[src/rtl/log_weight_encoder.sv]
// Packs a kernel of N signed weights into sign/exponent shift codes for the shift multipliers,
// together with the kernel's summed absolute quantization error.
module log_weight_encoder #(
    parameter int unsigned N     = 9,
    parameter int unsigned ERR_W = 9
) (
    input  logic               clk,
    input  logic               rst_n,
    input  logic               clr,
    input  logic [7:0]         in_weight,
    input  logic               in_valid,
    output logic               in_ready,
    output logic [5*N-1:0]     out_codes,
    output logic [ERR_W-1:0]   out_err,
    output logic               out_valid,
    input  logic               out_ready
);

    localparam int unsigned CNT_W = $clog2(N + 1);
    localparam int unsigned SUM_W = ((ERR_W > 10) ? ERR_W : 10) + 1;

    typedef enum logic [0:0] {StCollect, StHold} state_e;

    state_e             state_q, state_d;
    logic [CNT_W-1:0]   cnt_q, cnt_d;
    logic [5*N-1:0]     codes_q, codes_d;
    logic [ERR_W-1:0]   acc_q, acc_d;

    // Per-weight encoding
    logic [8:0] w_ext, mag;
    logic       w_sign, w_zero, round_up;
    logic [3:0] lead;
    logic [9:0] pow_lo, pow_hi, below, above, enc_err;
    logic [2:0] enc_exp;
    logic [4:0] enc_code;

    always_comb begin
        w_sign = in_weight[7];
        w_ext  = {in_weight[7], in_weight};
        mag    = w_sign ? (~w_ext + 9'd1) : w_ext;
        w_zero = (mag == 9'd0);
        lead   = 4'd0;
        for (int i = 0; i < 9; i++) begin
            if (mag[i]) lead = 4'(i);
        end
        pow_lo   = 10'd1 << lead;
        pow_hi   = 10'd1 << (lead + 4'd1);
        below    = {1'b0, mag} - pow_lo;
        above    = pow_hi - {1'b0, mag};
        // Strict compare: ties round toward the smaller exponent
        round_up = (below > above);
        enc_exp  = round_up ? 3'(lead + 4'd1) : lead[2:0];
        enc_err  = round_up ? above : below;
        if (w_zero) begin
            enc_code = 5'b10000;
            enc_err  = 10'd0;
        end else begin
            enc_code = {1'b0, w_sign, enc_exp};
        end
    end

    // FSM: state register
    always_ff @(posedge clk or negedge rst_n) begin
        if (!rst_n) begin
            state_q <= StCollect;
        end else begin
            state_q <= state_d;
        end
    end

    // FSM: next state
    always_comb begin
        state_d = state_q;
        unique case (state_q)
            StCollect: begin
                if (!clr && in_valid && (cnt_q == CNT_W'(N - 1))) state_d = StHold;
            end
            StHold: begin
                if (clr || out_ready) state_d = StCollect;
            end
            default: state_d = StCollect;
        endcase
    end

    // FSM: outputs
    always_comb begin
        in_ready  = 1'b0;
        out_valid = 1'b0;
        unique case (state_q)
            StCollect: in_ready  = 1'b1;
            StHold:    out_valid = 1'b1;
            default:   in_ready  = 1'b0;
        endcase
    end

    // Slot, counter and error accumulator datapath
    logic             accept, flush, sat;
    logic [SUM_W-1:0] sum;

    always_comb begin
        accept  = (state_q == StCollect) && in_valid && !clr;
        flush   = clr || ((state_q == StHold) && out_ready);
        sum     = SUM_W'(acc_q) + SUM_W'(enc_err);
        sat     = (sum > SUM_W'({ERR_W{1'b1}}));
        cnt_d   = cnt_q;
        codes_d = codes_q;
        acc_d   = acc_q;
        if (flush) begin
            cnt_d   = '0;
            codes_d = '0;
            acc_d   = '0;
        end else if (accept) begin
            cnt_d                        = cnt_q + CNT_W'(1);
            codes_d[5*int'(cnt_q) +: 5] = enc_code;
            acc_d                        = sat ? {ERR_W{1'b1}} : sum[ERR_W-1:0];
        end
    end

    always_ff @(posedge clk or negedge rst_n) begin
        if (!rst_n) begin
            cnt_q   <= '0;
            codes_q <= '0;
            acc_q   <= '0;
        end else begin
            cnt_q   <= cnt_d;
            codes_q <= codes_d;
            acc_q   <= acc_d;
        end
    end

    assign out_codes = codes_q;
    assign out_err   = acc_q;

endmodule
[config.mk]
export PLATFORM = sky130hd
export DESIGN_NAME = log_weight_encoder
export DESIGN_NICKNAME = d
export VERILOG_FILES = /design/src/rtl/log_weight_encoder.sv
export SDC_FILE = /design/constraint.sdc
export NUM_CORES = 1
export LEC_CHECK = 0
export CORE_MARGIN = 2
export CORE_UTILIZATION = 55
export DETAILED_ROUTE_END_ITERATION = 10
export HOLD_SLACK_MARGIN = 0.02
export PLACE_DENSITY_LB_ADDON = 0.25
export SYNTH_ARGS = -nofsm -noshare
export SYNTH_HDL_FRONTEND = slang
export SYNTH_SLANG_ARGS = --single-unit
[constraint.sdc]
create_clock -name clk -period 2.9 [get_ports clk]
set_clock_uncertainty 0.2 [all_clocks]
set_input_delay 0.725 -clock clk [delete_from_list [all_inputs] [get_ports clk]]
set_output_delay 0.725 -clock clk [all_outputs]
set_load 0.03 [all_outputs]
=== After elaboration in Yosys (flattened, before gate mapping) ===
Cells that the tools add are included.

* Muxes and demuxes: 26
* Order comparisons: 2
* Multipliers: 1
* Eq/ne operators: 1
* Div/mod/pow operators: 0
* Bitwise logic cells: 2
* Reductions and logical operators: 10
* Add/sub/neg operators: 7
* Shift-type cells: 4

{| class="wikitable"
|+ Operators with widths
! kind !! number
|-
| $mux 45 || 2
|-
| $bwmux 45 || 1
|-
| $shift 5x33->45 const A || 1
|-
| $shiftx 5x33->45 || 1
|-
| $mux 9 || 4
|-
| $neg 7->33 || 1
|-
| $mux 4 || 6
|-
| $mux 10 || 2
|-
| $shl 1x4->10 const A || 2
|-
| $add 9x10->11 || 1
|-
| $gt 11x9->1 const B || 1
|-
| $gt 10x10->1 || 1
|-
| $sub 10x9->10 || 1
|-
| $sub 9x10->10 || 1
|-
| $add 9x1->9 const B || 1
|-
| $logic_not 9->1 || 1
|-
| $not 9->9 || 1
|-
| $add 4x1->4 const B || 2
|-
| $mul 3x4->7 const A || 1
|-
| $mux 3 || 2
|-
| $logic_and 1x1->1 || 5
|-
| $mux 1 || 5
|-
| $mux 5 || 1
|-
| $eq 4x4->1 const B || 1
|-
| other kinds (6) || 8
|}

* Logic and storage cells: 57
* ROM bits: 0
* Bits in latches: 0
* Output and inout bits: 56
* Memories kept: 0
* RAM bits: 0
* Flip-flop bits (word level): 59

=== Depth between registers and ports, before layout ===
* Depth in word-level cells: 22
* Gate-level depth with buffers: 39
* Gate-level depth less buffers: 38

=== Worst setup path before layout ===
Ideal clock, no wire load.

* Path kind: input to register
* Start point: input in_weight[0]
* End point: register acc_q[2], in the netlist out_err[2]
* Setup slack: -5.299 ns
* Stages on the path: 36
* Arrival: 7.852 ns
* Path through: inv_1 > ha_1 > or3b_1 > nand2_1 > xnor2_1 > o21ai_1 > a21boi_1 > inv_1 > ha_1 > ha_1 > nor2b_1 > and2_1 > ha_1 > nor2b_1 > o2111ai_1 > nand4b_1 > maj3_1 > a21oi_1 > xor2_1 > ha_1 > a211oi_1 > nor2_1 > a2111oi_0 > a31oi_1 > clkbuf_1 > clkbuf_1 > a211oi_1 > ha_1 > a211oi_1 > o2111ai_1 > a31oi_1 > nand2b_1 > a21boi_0 > nand3_1 > mux2i_4 > a31oi_1

* Cells in the longest elaborated chain, start to end: 22
* Elaborated cells between the ends (all ways): 25
* Those cells by class: add/sub: 5; order compare: 2; shift: 2; mux: 14; bitwise: 1; reduce/logical: 1

{| class="wikitable"
|+ Ends and longest elaborated chain
! element !! line !! RTL
|-
| from (decl) || 10 || <nowiki>input logic [7:0] in_weight,</nowiki>
|-
| $not 9->9 || 40 || <nowiki>mag = w_sign ? (~w_ext + 9'd1) : w_ext;</nowiki>
|-
| $add 9x1->9 || 40 ||
|-
| $mux 9 (*) || 40 ||
|-
| $mux 1 || 44 || <nowiki>if (mag[i]) lead = 4'(i);</nowiki>
|-
| $mux 2 (2 in a row) || 44 ||
|-
| $mux 3 || 44 ||
|-
| $mux 4 (4 in a row) || 44 ||
|-
| $add 4x1->4 || n/a ||
|-
| [2 not listed] || n/a ||
|-
| $gt 10x10->1 || 51 || <nowiki>round_up = (below > above);</nowiki>
|-
| $mux 10 || 53 || <nowiki>enc_err = round_up ? above : below;</nowiki>
|-
| $mux 10 (*) || 54 || <nowiki>if (w_zero) begin</nowiki>
|-
| $add 9x10->11 (*) || 103 || <nowiki>sum = SUM_W'(acc_q) + SUM_W'(enc_err);</nowiki>
|-
| $gt 11x9->1 || 104 || <nowiki>sat = (sum > SUM_W'({ERR_W{1'b1}}));</nowiki>
|-
| $mux 9 (*) || 115 || <nowiki>acc_d = sat ? {ERR_W{1'b1}} : sum[ERR_W-1:0];</nowiki>
|-
| $mux 9 (*) || 112 || <nowiki>end else if (accept) begin</nowiki>
|-
| $mux 9 (*) || 108 || <nowiki>if (flush) begin</nowiki>
|-
| to (signal assigned) || 123 || <nowiki>acc_q <= '0;</nowiki>
|-
| to (signal assigned) || 127 || <nowiki>acc_q <= acc_d;</nowiki>
|-
| to (decl) || 27 || <nowiki>logic [ERR_W-1:0] acc_q, acc_d;</nowiki>
|}

Mark *: on every way between the ends. The rest lies on a longest branch, timed or not. The select of a mux whose other input is x is not followed.
A chain may end at the register's enable or synchronous reset.

=== Final worst setup path ===
* Start point: input in_weight[0]
* End point: register acc_q[4], in the netlist out_err[4]

The elaborated chain is that of the path after synthesis.

==> flow_metrics.py <==
metrics = {
    "cts": {
        "root_buffer": "clkbuf_8",
        "htreeDepth": 3,
        "cts_tree": "built",
        "cts_sinks": 59,
        "clk_latency_ns": 0.34,
        "holdBufCountCts": 0,
        "clkTransAtPathRegs_ns": 0.08,
        "max-clock-path-buffers": 2,
        "numCtsBuffers": 9,
    },
    "timing": {
        "setup_viol": 53,
        "max_freq_ghz": 0.139,
        "post-route-period-util_pct": 248,
        "whs_ns": 0.110,
        "setup_slack_ns": -4.30,
        "relSlewSlack_pct": 53.5,
        "fin_crit_ns": 7.20,
        "tightest_slew_ns": 0.691,
        "maxSlewViolCount": 0,
        "finalHoldViolations": 0,
        "rsz0062_at_grt": "true",
    },
    "drt": {
        "vias": 4901,
        "first_pass_iters": 5,
        "via_per_inst": 5.86,
        "ant_nets": 0,
        "wl_per_cell_um": 17.9,
        "drt_iter0_drc": 338,
        "wirelength_mm": 14.9,
        "post-route-drc-count": 0,
    },
    "power": {
        "total_power_w": 0.00482,
        "peakVddDrop_mv": 0.434,
        "p_leak_nw": 3.23,
        "seqPwrFrac_pct": 19.3,
        "p_int_w": 0.00282,
        "powerDensity_mw_per_mm2": 695,
        "p_sw_w": 0.00200,
        "pwr-share-clk_pct": 15.8,
        "swShare_pct": 41.6,
        "combinationalPowerShare_pct": 65.0,
    },
    "placement": {
        "port_buffers": 68,
        "pre_cts_slack_ns": -5.18,
        "hpwlAfterDp_mm": 10.2,
        "gp_congestion": 0.886,
        "placedCellCount": 800,
    },
    "finish": {
        "area.sequential_mm2": 0.00148,
        "layout_commonest_cell": "buf_4",
        "fillCellCount": 427,
        "final_core_util_pct": 85.7,
        "instances_no_fill": 836,
        "final_cell_mix": "118 x buf_4, 61 x clkdlybuf4s50_1, 59 x dfrtp_1",
        "layout-drive-gt1-share_pct": 31.9,
        "num_antenna_cells": 0,
        "fin_nets": 787,
        "area_growth_pct": 52.7,
        "multiInputGateArea_mm2": 0.00324,
    },
    "worst_setup_path": {
        "cp.arrival_ns": 7.20,
        "crit_type": "input pin to flop",
        "path_max_fanout": 8,
        "crit_path_max_incr_delay_ns": 0.35,
        "cp_data_required_time_ns": 2.90,
        "worst_setup_path_end_kind": "flop",
        "slowest_stage": "maj3_2",
        "cp_common_cell": "ha_4",
        "cp_top_family": "compound AO/OA/AOI/OAI gates",
        "cp_num_buf_inv": 4,
        "critPathLaunchType": "input pin",
    },
    "run_status": {
        "outcome": "finished with violations",
        "violations": "setup timing",
    },
    "grt": {
        "grt_usage_pct": 31.2,
        "grt_overflow": 0,
        "grt_pass1_vias": 4819,
        "top_usage_layer": "met2",
        "use_met1_pct": 36.1,
        "grt_pass1_wl_mm": 22.1,
        "grt_max_degree": 22,
        "global_route.usage.met2_pct": 57.5,
        "antenna_found_initial": 0,
        "use_met3_pct": 5.91,
    },
    "floorplan": {
        "fp.dieW_um": 94.9,
        "dieArea_mm2": 0.00900,
        "core_mm2": 0.00809,
        "dieHeight_um": 94.9,
        "pin_count": 69,
        "rows": 33,
        "initial_core_util_pct": 56.1,
    },
    "synth": {
        "synthArstFlopShare_pct": 100,
        "ys.warnings.count": 0,
        "synth_compound_gate_area_share_pct": 19.5,
        "synth-xor-area-share_pct": 6.59,
        "ys_ff_latch": 59,
        "synth.avg_cell_area_um2": 8.55,
        "synth_top_family_by_area": "compound AO/OA/AOI/OAI gates",
        "synth_simple_gate_area_share_pct": 19.3,
        "syn_area_mm2": 0.00454,
        "synth_fp_nets": 592,
        "synth_edf_count": 0,
        "yosysUniqueCellTypes": 64,
        "ys.flop_type": "dfrtp_1",
        "synth-seq-area-share_pct": 32.5,
        "synth_cells": 531,
        "synth_fa_ha_area_share_pct": 13.9,
        "synthMuxAreaShare_pct": 3.39,
    },
    "flow_run": {
        "maxCapViolCount": 0,
    },
    "worst_hold_path": {
        "hold_path.class": "input pin to async pin",
    },
}
sequential cells by signal (all words and copies together) (netlist names):
signal     count
out_codes     45
state_q        1
out_err        9
cnt_q          4
timing repair:
action	in CTS	in global routing
endpoints found under the hold margin	0	0
setup buffers	16	8
cloned	0	0
pin swaps	37	31
setup endpoints to repair	54	53
gates resized for setup	72	47
cell usage after synthesis, drive strengths merged (2+ instances only):
master / number / area share [%]
a211o: 2 / 0.39
a211oi: 9 / 1.5
a21boi: 3 / 0.50
a21o: 6 / 0.99
a21oi: 24 / 2.6
a311oi: 2 / 0.39
a31oi: 11 / 1.5
a32oi: 2 / 0.39
and2: 6 / 0.83
and3: 5 / 0.69
buf: 5 / 0.58
clkbuf: 12 / 0.99
dfrtp: 59 / 33
fa: 3 / 1.3
ha: 45 / 12
inv: 37 / 3.1
mux2i: 13 / 3.1
nand2: 62 / 5.1
nand2b: 12 / 1.7
nand3: 6 / 0.66
nand4: 7 / 1.1
nor2: 49 / 4.1
nor2b: 15 / 2.1
nor3: 5 / 0.66
nor3b: 3 / 0.61
nor4: 3 / 0.55
o2111ai: 2 / 0.39
o211ai: 2 / 0.33
o21a: 4 / 0.66
o21ai: 59 / 6.5
o31ai: 3 / 0.50
o41ai: 2 / 0.80
or2: 3 / 0.47
or3: 2 / 0.28
xnor2: 15 / 2.9
xor2: 17 / 3.7
cell type report:
class	count	area share [%]
tap	105	1.90
clock buffer	9	1.79
multi-input combinational	418	46.7
sequential	59	21.3
timing repair buffer	201	25.2
inverter	37	2.11
clock inverter	7	0.993
per-layer routing:
metal	vias up	part of all wire, %
li1	2256	-
met1	2390	39
met2	207	52
met3	48	5.1
met4	0	3.4
met5	-	0
cells by family after synthesis:
logic type               after synthesis
adder cells (fa/ha/maj)               49
buffers and inverters                 54
AND/OR/NAND/NOR                      181
AO/OA/AOI/OAI                        141
other                                  1
flip-flops                            59
multiplexers                          14
XOR/XNOR                              32
metrics by stage:
step / setup TNS [ns] / cell area (um2)
2_1_floorplan: -124.35 / 4680
3_3_place_gp: -157.75 / 6250
3_5_place_dp: -169.97 / 6250
4_1_cts: -125.63 / 6740
5_1_grt: -136.27 / 6930
6_report: -124.13 / 6930
path summary, 6_finish.rpt:
path / startpoint / cells past startpoint / to / slack, ns
min reg2reg: out_codes[29] / 2 / out_codes[29] / 0.29
min: rst_n / 1 / out_err[1] / 0.11
max reg2reg: cnt_q[0] / 8 / out_codes[42] / 0.17
min in group clk: out_codes[29] / 2 / out_codes[29] / 0.29
max: in_weight[0] / 36 / out_err[4] / -4.30
max in group asynchronous: rst_n / 2 / out_codes[3] / 1.73
power by group through the flow:
stage	logic (W)	registers, W	clock network [W]
after detailed placement	0.00267	0.000942	0
after CTS	0.00288	0.000926	0.000743
after floorplan	0.00155	0.00102	0
final	0.00313	0.000930	0.000759
after global placement	0.00255	0.000938	0
after global routing	0.00338	0.000934	0.000796
Note: power is estimated with default switching activity, not from simulation.
